File: config.mk
export PLATFORM = sky130hd
export DESIGN_NAME = lc3_decode
export DESIGN_NICKNAME = d
export VERILOG_FILES = /design/src/rtl/lc3_pkg.sv /design/src/rtl/lc3_ctrl_dec.sv /design/src/rtl/lc3_decode.sv
export SDC_FILE = /design/constraint.sdc
export NUM_CORES = 1
export LEC_CHECK = 0
export BUFFER_PORTS_ARGS = -buffer_cell sky130_fd_sc_hd__buf_2
export CORE_MARGIN = 5
export CORE_UTILIZATION = 45
export CTS_CLUSTER_DIAMETER = 100
export DETAILED_ROUTE_END_ITERATION = 10
export HOLD_SLACK_MARGIN = 0.06
export PLACE_DENSITY = 0.78
export SYNTH_ARGS = -nofsm -noshare
export SYNTH_HDL_FRONTEND = slang
export SYNTH_SLANG_ARGS = --single-unit
File: constraint.sdc
create_clock -name clk -period 4.4 [get_ports clk]
set_input_delay 0 -clock clk [delete_from_list [all_inputs] [get_ports clk]]
set_output_delay 0 -clock clk [all_outputs]
set_load 0.05 [all_outputs]
File: src/rtl/lc3_pkg.sv
// ============================================================================
// Module : lc3_pkg
// Brief  : Shared definitions for the LC3 decode stage: opcode values,
//          ALU / writeback / pc-offset field encodings and control widths.
// Rev    : 1.0  initial release
// ============================================================================
`default_nettype none

package lc3_pkg;

    // Opcodes (instruction bits [15:12])
    localparam logic [3:0] OP_BR   = 4'b0000;
    localparam logic [3:0] OP_ADD  = 4'b0001;
    localparam logic [3:0] OP_LD   = 4'b0010;
    localparam logic [3:0] OP_ST   = 4'b0011;
    localparam logic [3:0] OP_JSR  = 4'b0100;
    localparam logic [3:0] OP_AND  = 4'b0101;
    localparam logic [3:0] OP_LDR  = 4'b0110;
    localparam logic [3:0] OP_STR  = 4'b0111;
    localparam logic [3:0] OP_RTI  = 4'b1000;
    localparam logic [3:0] OP_NOT  = 4'b1001;
    localparam logic [3:0] OP_LDI  = 4'b1010;
    localparam logic [3:0] OP_STI  = 4'b1011;
    localparam logic [3:0] OP_JMP  = 4'b1100;
    localparam logic [3:0] OP_RSVD = 4'b1101;
    localparam logic [3:0] OP_LEA  = 4'b1110;
    localparam logic [3:0] OP_TRAP = 4'b1111;

    // ALU operation
    localparam logic [1:0] ALU_ADD  = 2'b00;
    localparam logic [1:0] ALU_AND  = 2'b01;
    localparam logic [1:0] ALU_NOT  = 2'b10;
    localparam logic [1:0] ALU_PASS = 2'b11;

    // Writeback source
    localparam logic [1:0] W_NONE = 2'b00;
    localparam logic [1:0] W_ALU  = 2'b01;
    localparam logic [1:0] W_MEM  = 2'b10;
    localparam logic [1:0] W_PC   = 2'b11;

    // PC/base offset selection
    localparam logic [1:0] PCOFF_ZERO  = 2'b00;
    localparam logic [1:0] PCOFF_OFF9  = 2'b01;
    localparam logic [1:0] PCOFF_OFF6  = 2'b10;
    localparam logic [1:0] PCOFF_OFF11 = 2'b11;

    // Control field widths
    localparam int E_CTRL_W   = 6;  // {alu_op[1:0], imm_sel, pcoff_sel[1:0], base_sel}
    localparam int W_CTRL_W   = 2;
    localparam int MEM_CTRL_W = 3;  // {ind, st, ld}

endpackage

`default_nettype wire

File: src/rtl/lc3_ctrl_dec.sv
// ============================================================================
// Module : lc3_ctrl_dec
// Brief  : Purely combinational LC3 opcode -> control-field decoder.
// Ports  : opcode_i      instruction bits [15:12]
//          imm_flag_i    instruction bit [5] (immediate form of ADD/AND)
//          e_control_o   {alu_op[1:0], imm_sel, pcoff_sel[1:0], base_sel}
//          w_control_o   writeback source
//          mem_control_o {ind, st, ld}
//          br_en_o       BR / JMP
//          illegal_o     unsupported opcode (only with LC3_DECODE_ILLEGAL_EN)
// Config : LC3_DECODE_ILLEGAL_EN adds illegal_o.
// Rev    : 1.0  initial release
// ============================================================================
`default_nettype none

module lc3_ctrl_dec
    import lc3_pkg::*;
(
    input  logic [3:0]            opcode_i,
    input  logic                  imm_flag_i,
    output logic [E_CTRL_W-1:0]   e_control_o,
    output logic [W_CTRL_W-1:0]   w_control_o,
    output logic [MEM_CTRL_W-1:0] mem_control_o,
`ifdef LC3_DECODE_ILLEGAL_EN
    output logic                  br_en_o,
    output logic                  illegal_o
`else
    output logic                  br_en_o
`endif
);

    logic [1:0] w_alu_op;
    logic       w_imm_sel;
    logic [1:0] w_pcoff_sel;
    logic       w_base_sel;
    logic [1:0] w_wsel;
    logic       w_ind;
    logic       w_st;
    logic       w_ld;
    logic       w_br;
`ifdef LC3_DECODE_ILLEGAL_EN
    logic       w_illegal;
`endif

    always_comb begin
        w_alu_op    = ALU_ADD;
        w_imm_sel   = 1'b0;
        w_pcoff_sel = PCOFF_ZERO;
        w_base_sel  = 1'b0;
        w_wsel      = W_NONE;
        w_ind       = 1'b0;
        w_st        = 1'b0;
        w_ld        = 1'b0;
        w_br        = 1'b0;
`ifdef LC3_DECODE_ILLEGAL_EN
        w_illegal   = 1'b0;
`endif
        case (opcode_i)
            OP_ADD: begin
                w_imm_sel = imm_flag_i;
                w_wsel    = W_ALU;
            end
            OP_AND: begin
                w_alu_op  = ALU_AND;
                w_imm_sel = imm_flag_i;
                w_wsel    = W_ALU;
            end
            OP_NOT: begin
                w_alu_op  = ALU_NOT;
                w_wsel    = W_ALU;
            end
            OP_LD: begin
                w_ld        = 1'b1;
                w_wsel      = W_MEM;
                w_pcoff_sel = PCOFF_OFF9;
                w_base_sel  = 1'b1;
            end
            OP_LDR: begin
                w_ld        = 1'b1;
                w_wsel      = W_MEM;
                w_pcoff_sel = PCOFF_OFF6;
            end
            OP_LDI: begin
                w_ld        = 1'b1;
                w_ind       = 1'b1;
                w_wsel      = W_MEM;
                w_pcoff_sel = PCOFF_OFF9;
                w_base_sel  = 1'b1;
            end
            OP_ST: begin
                w_st        = 1'b1;
                w_pcoff_sel = PCOFF_OFF9;
                w_base_sel  = 1'b1;
            end
            OP_STR: begin
                w_st        = 1'b1;
                w_pcoff_sel = PCOFF_OFF6;
            end
            OP_STI: begin
                w_st        = 1'b1;
                w_ind       = 1'b1;
                w_pcoff_sel = PCOFF_OFF9;
                w_base_sel  = 1'b1;
            end
            OP_LEA: begin
                w_wsel      = W_PC;
                w_pcoff_sel = PCOFF_OFF9;
                w_base_sel  = 1'b1;
            end
            OP_BR: begin
                w_br        = 1'b1;
                w_pcoff_sel = PCOFF_OFF9;
                w_base_sel  = 1'b1;
            end
            OP_JMP: begin
                w_br        = 1'b1;
            end
            default: begin
                // JSR, RTI, reserved, TRAP: all controls stay zero (NOP)
`ifdef LC3_DECODE_ILLEGAL_EN
                w_illegal = 1'b1;
`endif
            end
        endcase
    end

    assign e_control_o   = {w_alu_op, w_imm_sel, w_pcoff_sel, w_base_sel};
    assign w_control_o   = w_wsel;
    assign mem_control_o = {w_ind, w_st, w_ld};
    assign br_en_o       = w_br;
`ifdef LC3_DECODE_ILLEGAL_EN
    assign illegal_o     = w_illegal;
`endif

endmodule

`default_nettype wire

File: src/rtl/lc3_decode.sv
// ============================================================================
// Module : lc3_decode
// Brief  : LC3 decode stage. One-entry pipeline register between fetch and
//          execute holding ir/pc/npc plus registered control fields, with a
//          valid/ready handshake on both sides and a synchronous flush.
// Ports  : clk, rst (async, active-high)
//          f_valid/f_ready/f_pc/f_npc/dout   fetch side
//          flush                              taken branch from execute
//          e_ready/d_valid/ir/pc_out/npc_out  execute side
//          e_control/w_control/mem_control/br_en   registered controls
//          illegal                            only with LC3_DECODE_ILLEGAL_EN
// Config : LC3_DECODE_ILLEGAL_EN adds the illegal output.
// Rev    : 1.0  initial release
// ============================================================================
`default_nettype none

module lc3_decode
    import lc3_pkg::*;
#(
    parameter int AW = 16,
    parameter int IW = 16
) (
    input  logic                  clk,
    input  logic                  rst,
    input  logic                  f_valid,
    output logic                  f_ready,
    input  logic [AW-1:0]         f_pc,
    input  logic [AW-1:0]         f_npc,
    input  logic [IW-1:0]         dout,
    input  logic                  flush,
    input  logic                  e_ready,
    output logic                  d_valid,
    output logic [IW-1:0]         ir,
    output logic [AW-1:0]         pc_out,
    output logic [AW-1:0]         npc_out,
    output logic [E_CTRL_W-1:0]   e_control,
    output logic [W_CTRL_W-1:0]   w_control,
    output logic [MEM_CTRL_W-1:0] mem_control,
`ifdef LC3_DECODE_ILLEGAL_EN
    output logic                  br_en,
    output logic                  illegal
`else
    output logic                  br_en
`endif
);

    logic                  w_accept;
    logic                  w_drain;
    logic                  d_valid_d;
    logic                  d_valid_q;
    logic [IW-1:0]         ir_q;
    logic [AW-1:0]         pc_q;
    logic [AW-1:0]         npc_q;
    logic [E_CTRL_W-1:0]   e_ctrl_q;
    logic [W_CTRL_W-1:0]   w_ctrl_q;
    logic [MEM_CTRL_W-1:0] mem_ctrl_q;
    logic                  br_en_q;
    logic [E_CTRL_W-1:0]   w_dec_e;
    logic [W_CTRL_W-1:0]   w_dec_w;
    logic [MEM_CTRL_W-1:0] w_dec_mem;
    logic                  w_dec_br;
`ifdef LC3_DECODE_ILLEGAL_EN
    logic                  w_dec_illegal;
    logic                  illegal_d;
    logic                  illegal_q;
`endif

    lc3_ctrl_dec u_ctrl_dec (
        .opcode_i      (dout[IW-1 -: 4]),
        .imm_flag_i    (dout[5]),
        .e_control_o   (w_dec_e),
        .w_control_o   (w_dec_w),
        .mem_control_o (w_dec_mem),
`ifdef LC3_DECODE_ILLEGAL_EN
        .br_en_o       (w_dec_br),
        .illegal_o     (w_dec_illegal)
`else
        .br_en_o       (w_dec_br)
`endif
    );

    // Ready does not look at flush: a flushed cycle still counts as consumed
    // from fetch's point of view.
    assign f_ready  = !d_valid_q || e_ready;
    assign w_accept = f_valid && f_ready;
    assign w_drain  = d_valid_q && e_ready;

    // Priority: flush > accept > drain > hold
    always_comb begin
        d_valid_d = d_valid_q;
        if (flush) begin
            d_valid_d = 1'b0;
        end else if (w_accept) begin
            d_valid_d = 1'b1;
        end else if (w_drain) begin
            d_valid_d = 1'b0;
        end
    end

`ifdef LC3_DECODE_ILLEGAL_EN
    // illegal tracks d_valid: cleared by flush/drain, loaded on accept
    always_comb begin
        illegal_d = illegal_q;
        if (flush) begin
            illegal_d = 1'b0;
        end else if (w_accept) begin
            illegal_d = w_dec_illegal;
        end else if (w_drain) begin
            illegal_d = 1'b0;
        end
    end

    always_ff @(posedge clk or posedge rst) begin
        if (rst) begin
            illegal_q <= 1'b0;
        end else begin
            illegal_q <= illegal_d;
        end
    end

    assign illegal = illegal_q;
`endif

    always_ff @(posedge clk or posedge rst) begin
        if (rst) begin
            d_valid_q  <= 1'b0;
            ir_q       <= '0;
            pc_q       <= '0;
            npc_q      <= '0;
            e_ctrl_q   <= '0;
            w_ctrl_q   <= '0;
            mem_ctrl_q <= '0;
            br_en_q    <= 1'b0;
        end else begin
            d_valid_q <= d_valid_d;
            // Data and controls only move on a real accept; flush and drain
            // leave them as they were.
            if (!flush && w_accept) begin
                ir_q       <= dout;
                pc_q       <= f_pc;
                npc_q      <= f_npc;
                e_ctrl_q   <= w_dec_e;
                w_ctrl_q   <= w_dec_w;
                mem_ctrl_q <= w_dec_mem;
                br_en_q    <= w_dec_br;
            end
        end
    end

    assign d_valid     = d_valid_q;
    assign ir          = ir_q;
    assign pc_out      = pc_q;
    assign npc_out     = npc_q;
    assign e_control   = e_ctrl_q;
    assign w_control   = w_ctrl_q;
    assign mem_control = mem_ctrl_q;
    assign br_en       = br_en_q;

endmodule

`default_nettype wire

==> qor.yml, run 1 <==
status:
  outcome: "completed"
cells_and_area:
  antenna_cells: 0
  nNetsFinal: 376
  syn_to_final_growth_pct: 57.4
  drive_above_1_share_pct: 56.1
  finalNonFillerCells: 398
cts:
  clkLatencyLatePin_ps: 330
  post-cts-setup-buffers: 0
  cts_buffers: 9
  cts_tree: "yes"
  root_buffer: "clkbuf_8"
  htreeDepth: 3
  clkTransAtPathRegs_ps: 60
  clock_sinks: 60
  cts_buffer_depth: 2
  cts_resized: 0
critical_path:
  end_kind: "flip-flop"
  crit_fanout: 31
  path_class: "reg -> reg"
  arrival_ps: 1810
  required_ps: 4610
  start_kind: "flip-flop"
logic_synthesis:
  yosys.area_share.simple_pct: 4.96
  ys_seq_area_share_pct: 63.4
  synth_top_family_by_area: "multiplexers"
  syn-num-nets: 204
  synthMuxAreaShare_pct: 28.4
  synthCells: 151
  synth_fa_ha_area_share_pct: 0
  synth_compound_area_share_pct: 0.581
  synth-seq-cells: 60
  avgSynthCellArea_um2: 15.7
  ys.warnings.count: 0
  synth-xor-area-share_pct: 0
  synth_area_mm2: 0.00237
  yosysUniqueCellTypes: 20
timing:
  slew_headroom_pct: 50.5
  finalHoldViolations: 0
  clock_skew_ps: 7.83
  setup_viol: 0
  slew_viol_final: 0
  worst_slack_ps: 2790
  rsz0062_at_grt: "false"
  fin_crit_ps: 1610
  fin_tns_setup_ps: 0
  fmax_ghz: 0.623
  period_share_pct: 36.5
  worstMarginPinSlew_ps: 742
detailed_routing:
  drt_iter0_markers: 58
  vias: 1858
  viasPerCell: 4.67
  antenna_left: 0
  wl_per_cell_um: 15.6
  drc: 0
  first_pass_iters: 4
  drt_wl_total_um: 6200
global_route:
  grt_overflow: 0
  grt_pass1_wl_um: 9790
  antenna_found_initial: 0
  track_usage_pct: 19.9
  first_global_vias: 2026
  grt_max_degree: 61
placed_design:
  gp_congestion: 0.760
  io_buffer_count: 114
  dp_cells: 331
  hpwl_um: 3720
  place_ws_ps: 2800
floorplanning:
  pin_count: 115
  start_util_pct: 46.4
  chipHeight_um: 82.6
  dieArea_mm2: 0.00682
  die_w_um: 82.6
  coreArea_mm2: 0.00511
  rows: 26
power_and_ir_drop:
  power_density_mw_per_mm2: 491
  p_leak_uw: 0.00184
  peakVddDrop_v: 0.000310
worst_hold_path:
  min_path_type: "in -> reg"
job:
  max_cap_violations: 0
## state kept, by name (all words and copies together) (netlist names)
register     flops
br_en            1
d_valid          1
e_control        5
ir              16
mem_control      3
npc_out         16
pc_out          16
w_control        2
## stage by stage
step	utilization [%]	total power, uW	instance area (um2)	hold slack, ps
global placement	58.8	1260	3000	204
CTS	73.1	1840	3730	355
global route	73.1	1920	3730	372
detailed placement	58.8	1270	3000	216
floorplan	-	1120	2370	66.4
finish	73.1	1830	3730	366
## critical path: stages (launching register included)
cell and delay [ps]:
dfrtp_1 380, nor2b_4 140, nor3b_4 170, buf_4 390, mux2_2 390
## synthesized netlist by cell type (all sizes together)
| master | count | share of area (%) |
|---|---|---|
| a21oi | 1 | 0.21 |
| and2 | 1 | 0.26 |
| and3 | 3 | 0.79 |
| buf | 7 | 2.0 |
| dfrtp | 60 | 63 |
| inv | 5 | 0.79 |
| mux2 | 57 | 27 |
| mux2i | 3 | 1.3 |
| nand2 | 2 | 0.32 |
| nand2b | 2 | 0.53 |
| nor2 | 2 | 0.32 |
| nor2b | 4 | 1.4 |
| nor3b | 2 | 1.1 |
| nor4 | 1 | 0.26 |
| o32ai | 1 | 0.37 |
## logic make-up (layout without fill, tap and decap cells)
logic type | after synthesis | after routing
AOI/OAI and AO/OA | 2 | 2
muxes | 60 | 60
and+or+nand+nor | 17 | 17
DFF | 60 | 60
buffers and inverters | 12 | 189
## cell usage in the layout, fill, tap and decap left out, drive strengths merged
master / Yosys / routed
a21oi: 1 / 1
and2: 1 / 1
and3: 3 / 3
buf: 7 / 117
bufinv: 0 / 2
clkbuf: 0 / 11
clkinv: 0 / 3
dfrtp: 60 / 60
dlygate4sd3: 0 / 51
inv: 5 / 5
mux2: 57 / 57
mux2i: 3 / 3
nand2: 2 / 2
nand2b: 2 / 2
nor2: 2 / 2
nor2b: 4 / 4
nor3b: 2 / 2
nor4: 1 / 1
o32ai: 1 / 1
## worst paths after layout
| kind | slack [ps] | start | depth (start not counted) | to |
|---|---|---|---|---|
| setup / recovery | 2790 | d_valid | 4 | npc_out[2] |
| hold / removal | 370 | f_valid | 4 | e_control[2] |
| setup reg to reg | 2790 | d_valid | 4 | npc_out[2] |
| hold reg to reg | 490 | ir[12] | 1 | ir[12] |
| max in group asynchronous | 3480 | rst | 4 | w_control[1] |
| min in group asynchronous | 430 | rst | 4 | ir[7] |
## metal layers
layer / vias up / global-route usage, % / share of wire, %
met5: - / 0 / 0
met4: 0 / 8.50 / 2.3
met3: 12 / 8.46 / 8.9
met2: 74 / 34.7 / 53
met1: 901 / 20.8 / 36
li1: 871 / - / -
## report_power, final
group	leakage [uW]	internal [uW]	switching, uW
Combinational	0.00101	181	429
Clock	0.000113	332	205
Sequential	0.000723	639	44.2
## repair_timing
item,4_1_cts,5_1_grt
endpoints found under the setup margin,0,0
hold buffers,51,0
endpoints found under the hold margin,110,0
## area by class of cell
cell class	instances	area [um2]
Sequential cell	60	1500
Fill cell	351	1380
Timing Repair Buffer	168	1100
Multi-Input combinational cell	79	803
Clock buffer	11	141
Tap cell	70	87.6
Clock inverter	5	75.1
Inverter	5	18.8
Note: power is estimated with default switching activity, not from simulation.
==> run 2: changes to the inputs <==
clock period = 1.6 ns   (was 4.4 ns; I/O delays follow)
==> qor.yml, run 2 (synthesis results as in run 1) <==
floorplanning:
  dieArea_mm2: 0.00682  # unchanged
  chipHeight_um: 82.6  # unchanged
  coreArea_mm2: 0.00511  # unchanged
  die_w_um: 82.6  # unchanged
  start_util_pct: 46.4  # unchanged
  rows: 26  # unchanged
  pin_count: 115  # unchanged
global_route:
  grt_max_degree: 33  # -46%
  grt_overflow: 0  # unchanged
  grt_pass1_wl_um: 9770  # -0.21%
  first_global_vias: 2074  # +2.4%
  antenna_found_initial: 0  # unchanged
  track_usage_pct: 19.4  # -0.51 points
timing:
  worstMarginPinSlew_ps: 495  # -247 ps
  fmax_ghz: 0.643  # +3.2%
  clock_skew_ps: 3.16  # -4.66 ps
  fin_hold_ws_ps: 268  # -97.5 ps
  finalHoldViolations: 0  # unchanged
  rsz0062_at_grt: "true"
  slew_viol_final: 0  # unchanged
  worst_slack_ps: 44.0  # -2750 ps
  period_share_pct: 97.3  # +61 points
  setup_viol: 0  # unchanged
  slew_headroom_pct: 67.0  # +16 points
  fin_crit_ps: 1560  # -49.8 ps
detailed_routing:
  antenna_left: 0  # unchanged
  vias: 1867  # +0.48%
  wl_per_cell_um: 15.2  # -2.2%
  drt_wl_total_um: 6080  # -2.0%
  drc: 0  # unchanged
  drt_iter0_markers: 36  # -38%
  first_pass_iters: 4  # unchanged
  viasPerCell: 4.68  # +0.23%
critical_path:
  crit_fanout: 32  # +3.2%
  r2r_slack_ps: 40  # -2750 ps
  endpoint: "pc_out[13]"
  end_kind: "flip-flop"
  arrival_ps: 1760  # -50 ps
  reg2reg_depth: 4  # unchanged
  required_ps: 1810  # -2800 ps
  path_class: "reg -> reg"
  r2r_end: "pc_out[13]"
  crit_path_start: "d_valid"
  start_kind: "flip-flop"
  reg2reg_from: "d_valid"
cts:
  clkTransAtPathRegs_ps: 60  # about the same
  cts_tree: "yes"
  root_buffer: "clkbuf_8"
  clock_sinks: 60  # unchanged
  cts_resized: 0  # unchanged
  cts_buffers: 9  # unchanged
  cts_buffer_depth: 2  # unchanged
  clkLatencyLatePin_ps: 320  # about the same
  htreeDepth: 3  # unchanged
placed_design:
  hpwl_um: 3840  # +3.2%
  dp_cells: 332  # +0.30%
  io_buffer_count: 114  # unchanged
  post_dp_cell_area_mm2: 0.00305  # +1.5%
  gp_congestion: 0.699  # -8.1%
  place_ws_ps: 60.9  # -2740 ps
cells_and_area:
  finalNonFillerCells: 399  # +0.25%
  syn_to_final_growth_pct: 57.9
  nNetsFinal: 377  # +0.27%
  stdcell_area_mm2: 0.00374  # +0.30%
  mostFrequentLayoutCell: "buf_2"
  antenna_cells: 0  # unchanged
  mostFrequentLayoutCells: "114 x buf_2, 59 x dfrtp_1, 51 x dlygate4sd3_1"
  drive_above_1_share_pct: 55.9  # -0.17 points
  finish.utilization_pct: 73.3  # +0.22 points
status:
  outcome: "completed"
power_and_ir_drop:
  power_frac_seq_pct: 39.2  # +1.9 points
  p_int_uw: 2960  # +160%
  power.share.clock_pct: 25.4  # -3.9 points
  power_density_mw_per_mm2: 1280  # +160%
  p_leak_uw: 0.00184  # -0.23%
  comb_power_share_pct: 35.4  # +2.0 points
  swShare_pct: 38.4  # +1.3 points
  peakVddDrop_v: 0.000854  # +180%
  p_sw_uw: 1840  # +170%
job:
  max_cap_violations: 0  # unchanged
worst_hold_path:
  min_path_type: "in -> async"
run 2: repair_timing:
| item | 4_1_cts | 5_1_grt |
|---|---|---|
| setup endpoints to repair | 0 | 6 |
| hold endpoints to repair | 72 | 0 |
| hold buffers | 51 | 0 |
| buffers inserted | 0 | 0 |
run 2: how the worst min path moves through the flow:
| stage | start | endpoint | slack [ps] | cells past startpoint |
|---|---|---|---|---|
| after floorplan | flush | d_valid | 60 | 1 |
| after global placement | rst | npc_out[8] | 60 | 2 |
| after detailed placement | rst | npc_out[8] | 60 | 2 |
| after CTS | rst | ir[3] | 250 | 3 |
| after global routing | rst | npc_out[3] | 300 | 3 |
| final | rst | npc_out[3] | 270 | 3 |
run 2: routing by layer:
metal / track usage (%) / part of all wire [%] / vias up / wire length (um)
met5: 0 / 0 / - / 0
met4: 7.84 / 1.7 / 0 / 103
met3: 7.59 / 10 / 11 / 616
met2: 32.8 / 51 / 82 / 3100
met1: 21.8 / 37 / 899 / 2260
li1: - / - / 875 / -
run 2: cell type report:
class	count	area [um2]
Clock buffer	15	176
Timing Repair Buffer	169	1150
Clock inverter	1	5.00
Inverter	5	18.8
Fill cell	349	1370
Sequential cell	60	1500
Multi-Input combinational cell	79	803
Tap cell	70	87.6
run 2: critical path, cell delays in order (launching register included):
cell	delay [ps]
dfrtp_2	400
nor2b_4	140
nor3b_4	280
buf_12	250
mux2_2	360
run 2: power groups by stage:
stage          Clock [uW]  Combinational [uW]  Sequential (uW)
2_1_floorplan           0                 334             2760
3_3_place_gp            0                1580             1890
3_5_place_dp            0                1600             1900
4_1_cts              1260                1700             1880
5_1_grt              1340                1780             1910
6_report             1220                1700             1880
run 2: stage by stage:
step                      setup TNS (ps)  total power, uW
after detailed placement               0             3500
after floorplan                     -248             3090
after CTS                              0             4840
after global placement                 0             3470
after global routing               -31.4             5030
final                                  0             4800
==> run 3: changes to the inputs <==
ABC_AREA = 1   (was not set)
CORE_ASPECT_RATIO = 0.5   (was not set)
==> qor.yml, run 3 <==
status:
  outcome: "completed"
logic_synthesis:
  synth_compound_area_share_pct: 2.02  # +1.4 points
  yosys.area_share.simple_pct: 29.8  # +25 points
  synth_top_area_share_pct: 60.5  # -2.8 points
  synthMuxAreaShare_pct: 0  # -28 points
  syn-num-nets: 338  # +66%
  ys_top_cells_by_count: "174 x nand2_1, 60 x dfrtp_1, 11 x buf_6, 11 x inv_1, 9 x o21ai_0"
  synth_flop_cell: "dfrtp_1"
  yosys.cell_count.top_type: "nand2_1"
  synth_area_leaders: "dfrtp_1 61%, nand2_1 26%, buf_6 5.0%"
  synth-xor-area-share_pct: 0  # unchanged
  synth_top_family_by_area: "simple AND/OR/NAND/NOR gates"
  async_flop_share_pct: 100  # unchanged
  ys.warnings.count: 0  # unchanged
  synth_fa_ha_area_share_pct: 0  # unchanged
  synth_edf_count: 0  # unchanged
  synthCells: 285  # +89%
  synth_area_mm2: 0.00248  # +4.6%
  synth_top_cell_by_area: "dfrtp_1"
  ys_seq_area_share_pct: 60.5  # -2.8 points
  synth-seq-cells: 60  # unchanged
  yosysUniqueCellTypes: 16  # -20%
  avgSynthCellArea_um2: 8.70  # -45%
floorplanning:
  dieArea_mm2: 0.00719  # +5.4%
  die_w_um: 115  # +39%
  chipHeight_um: 62.5  # -24%
  pin_count: 115  # unchanged
  rows: 19  # -27%
  start_util_pct: 45.8  # -0.65 points
  coreArea_mm2: 0.00542  # +6.1%
cts:
  cts_tree: "yes"
  htreeDepth: 3  # unchanged
  clkLatencyLatePin_ps: 320  # about the same
  clock_sinks: 60  # unchanged
  cts_resized: 0  # unchanged
  postCtsHoldBufs: 51  # unchanged
  clkTransAtPathRegs_ps: 60  # about the same
  post-cts-setup-buffers: 0  # unchanged
  root_buffer: "clkbuf_8"
  cts_buffer_depth: 2  # unchanged
  cts_buffers: 9  # unchanged
timing:
  setup_viol: 0  # unchanged
  fmax_ghz: 0.798  # +24%
  rsz0062_at_grt: "false"
  fin_tns_setup_ps: 0  # unchanged
  fin_hold_ws_ps: 243  # -25.7 ps
  slew_viol_final: 0  # unchanged
  clock_skew_ps: 4.90  # +1.73 ps
  worstMarginPinSlew_ps: 405  # -89.6 ps
  finalHoldViolations: 0  # unchanged
  slew_headroom_pct: 73.0  # +6.0 points
  fin_crit_ps: 1250  # -303 ps
  period_share_pct: 78.3  # -19 points
  worst_slack_ps: 347  # +303 ps
global_route:
  met2_usage_pct: 36.1  # +3.3 points
  track_usage_pct: 20.0  # +0.60 points
  first_global_vias: 2471  # +19%
  grt_max_degree: 54  # +64%
  antenna_found_initial: 0  # unchanged
  busiest_layer: "met2"
  met1_usage_pct: 22.0  # +0.18 points
  grt_overflow: 0  # unchanged
  grt.met3_usage_pct: 4.64  # -3.0 points
  grt_pass1_wl_um: 11400  # +16%
cells_and_area:
  mostFrequentLayoutCell: "nand2_1"
  syn_to_final_growth_pct: 51.3
  mostFrequentLayoutCells: "172 x nand2_1, 114 x buf_2, 60 x dfrtp_1"
  multi_input_area_um2: 793  # -1.2%
  nNetsFinal: 504  # +34%
  drive_above_1_share_pct: 30.8  # -25 points
  nFillCells: 421  # +21%
  finalNonFillerCells: 527  # +32%
  antenna_cells: 0  # unchanged
  seq_area_mm2: 0.00150  # about the same
detailed_routing:
  drc: 0  # unchanged
  drt_iter0_markers: 103  # +190%
  viasPerCell: 4.54  # -3.0%
  wl_per_cell_um: 13.2  # -13%
  first_pass_iters: 5  # +1
  antenna_left: 0  # unchanged
  drt_wl_total_um: 6970  # +15%
  vias: 2392  # +28%
power_and_ir_drop:
  power_density_mw_per_mm2: 1190  # -7.3%
  p_leak_uw: 0.00218  # +19%
  peakVddDrop_v: 0.000710  # -17%
placed_design:
  dp_cells: 462  # +39%
  gp_congestion: 0.749  # +7.1%
  place_ws_ps: 423  # +362 ps
  hpwl_um: 4120  # +7.5%
  io_buffer_count: 114  # unchanged
worst_hold_path:
  min_path_type: "in -> async"
critical_path:
  crit_fanout: 3  # -91%
  arrival_ps: 1450  # -310 ps
  path_class: "reg -> reg"
  required_ps: 1790  # -20 ps
  start_kind: "flip-flop"
  end_kind: "flip-flop"
job:
  max_cap_violations: 0  # unchanged
==> run 3: cell count changes in the layout (fill, tap and decap cells not counted), sizes merged, moves of 2 or more <==
cell    change
nand2     +173
mux2       -57
o21ai       +9
inv         +7
nand3       +6
nor2        +5
clkbuf      -4
nor2b       -4
and3        -3
clkinv      +3
mux2i       -3
nand2b      -2
nor3b       -2
==> run 3: worst paths after layout <==
path                       slack (ps)  cells after the start  startpoint           to
setup / recovery                  350                      3     d_valid      d_valid
hold / removal                    240                      3         rst  npc_out[14]
setup reg to reg                  350                      3     d_valid      d_valid
hold reg to reg                   470                      2   pc_out[8]    pc_out[8]
max in group asynchronous         810                      4         rst       ir[15]
min in group clk                  270                      6     f_valid  npc_out[15]
==> run 3: area by class of cell <==
type | count | share of cell area [%]
inverter | 13 | 1.30
timing repair buffer | 169 | 30.9
clock buffer | 11 | 3.77
multi-input combinational | 198 | 21.1
clock inverter | 3 | 0.400
sequential | 60 | 40.0
tap | 73 | 2.43
==> run 3: power by group <==
part	internal, uW	switching, uW
Combinational	397	1140
Sequential	1730	110
Clock	578	513
Total	2700	1760
==> run 3: cells by family (layout without fill, tap and decap cells) <==
kind of cell / count (synthesis) / count (layout)
compound gates: 10 / 10
flops: 60 / 60
buf+inv: 27 / 196
simple gates: 188 / 188
==> run 3: worst max-delay path, stage by stage (launching register included) <==
cell	delay (ps)
dfrtp_1	400
nand2_2	100
o21ai_0	70
dlygate4sd3_1	570
==> run 3: metrics by stage <==
stage | instance area [um2] | total power [uW] | util (%)
after global routing | 3750 | 4690 | 69.2
after CTS | 3750 | 4480 | 69.2
after global placement | 3090 | 3270 | 56.9
after floorplan | 2480 | 2920 | -
after detailed placement | 3090 | 3290 | 56.9
final | 3750 | 4460 | 69.2
==> run 3: per-layer routing <==
layer | routed length [um] | share of wire (%) | vias up
li1 | - | - | 1187
met1 | 2550 | 37 | 1114
met2 | 3860 | 55 | 71
met3 | 348 | 5.0 | 20
met4 | 209 | 3.0 | 0
met5 | 0 | 0 | -
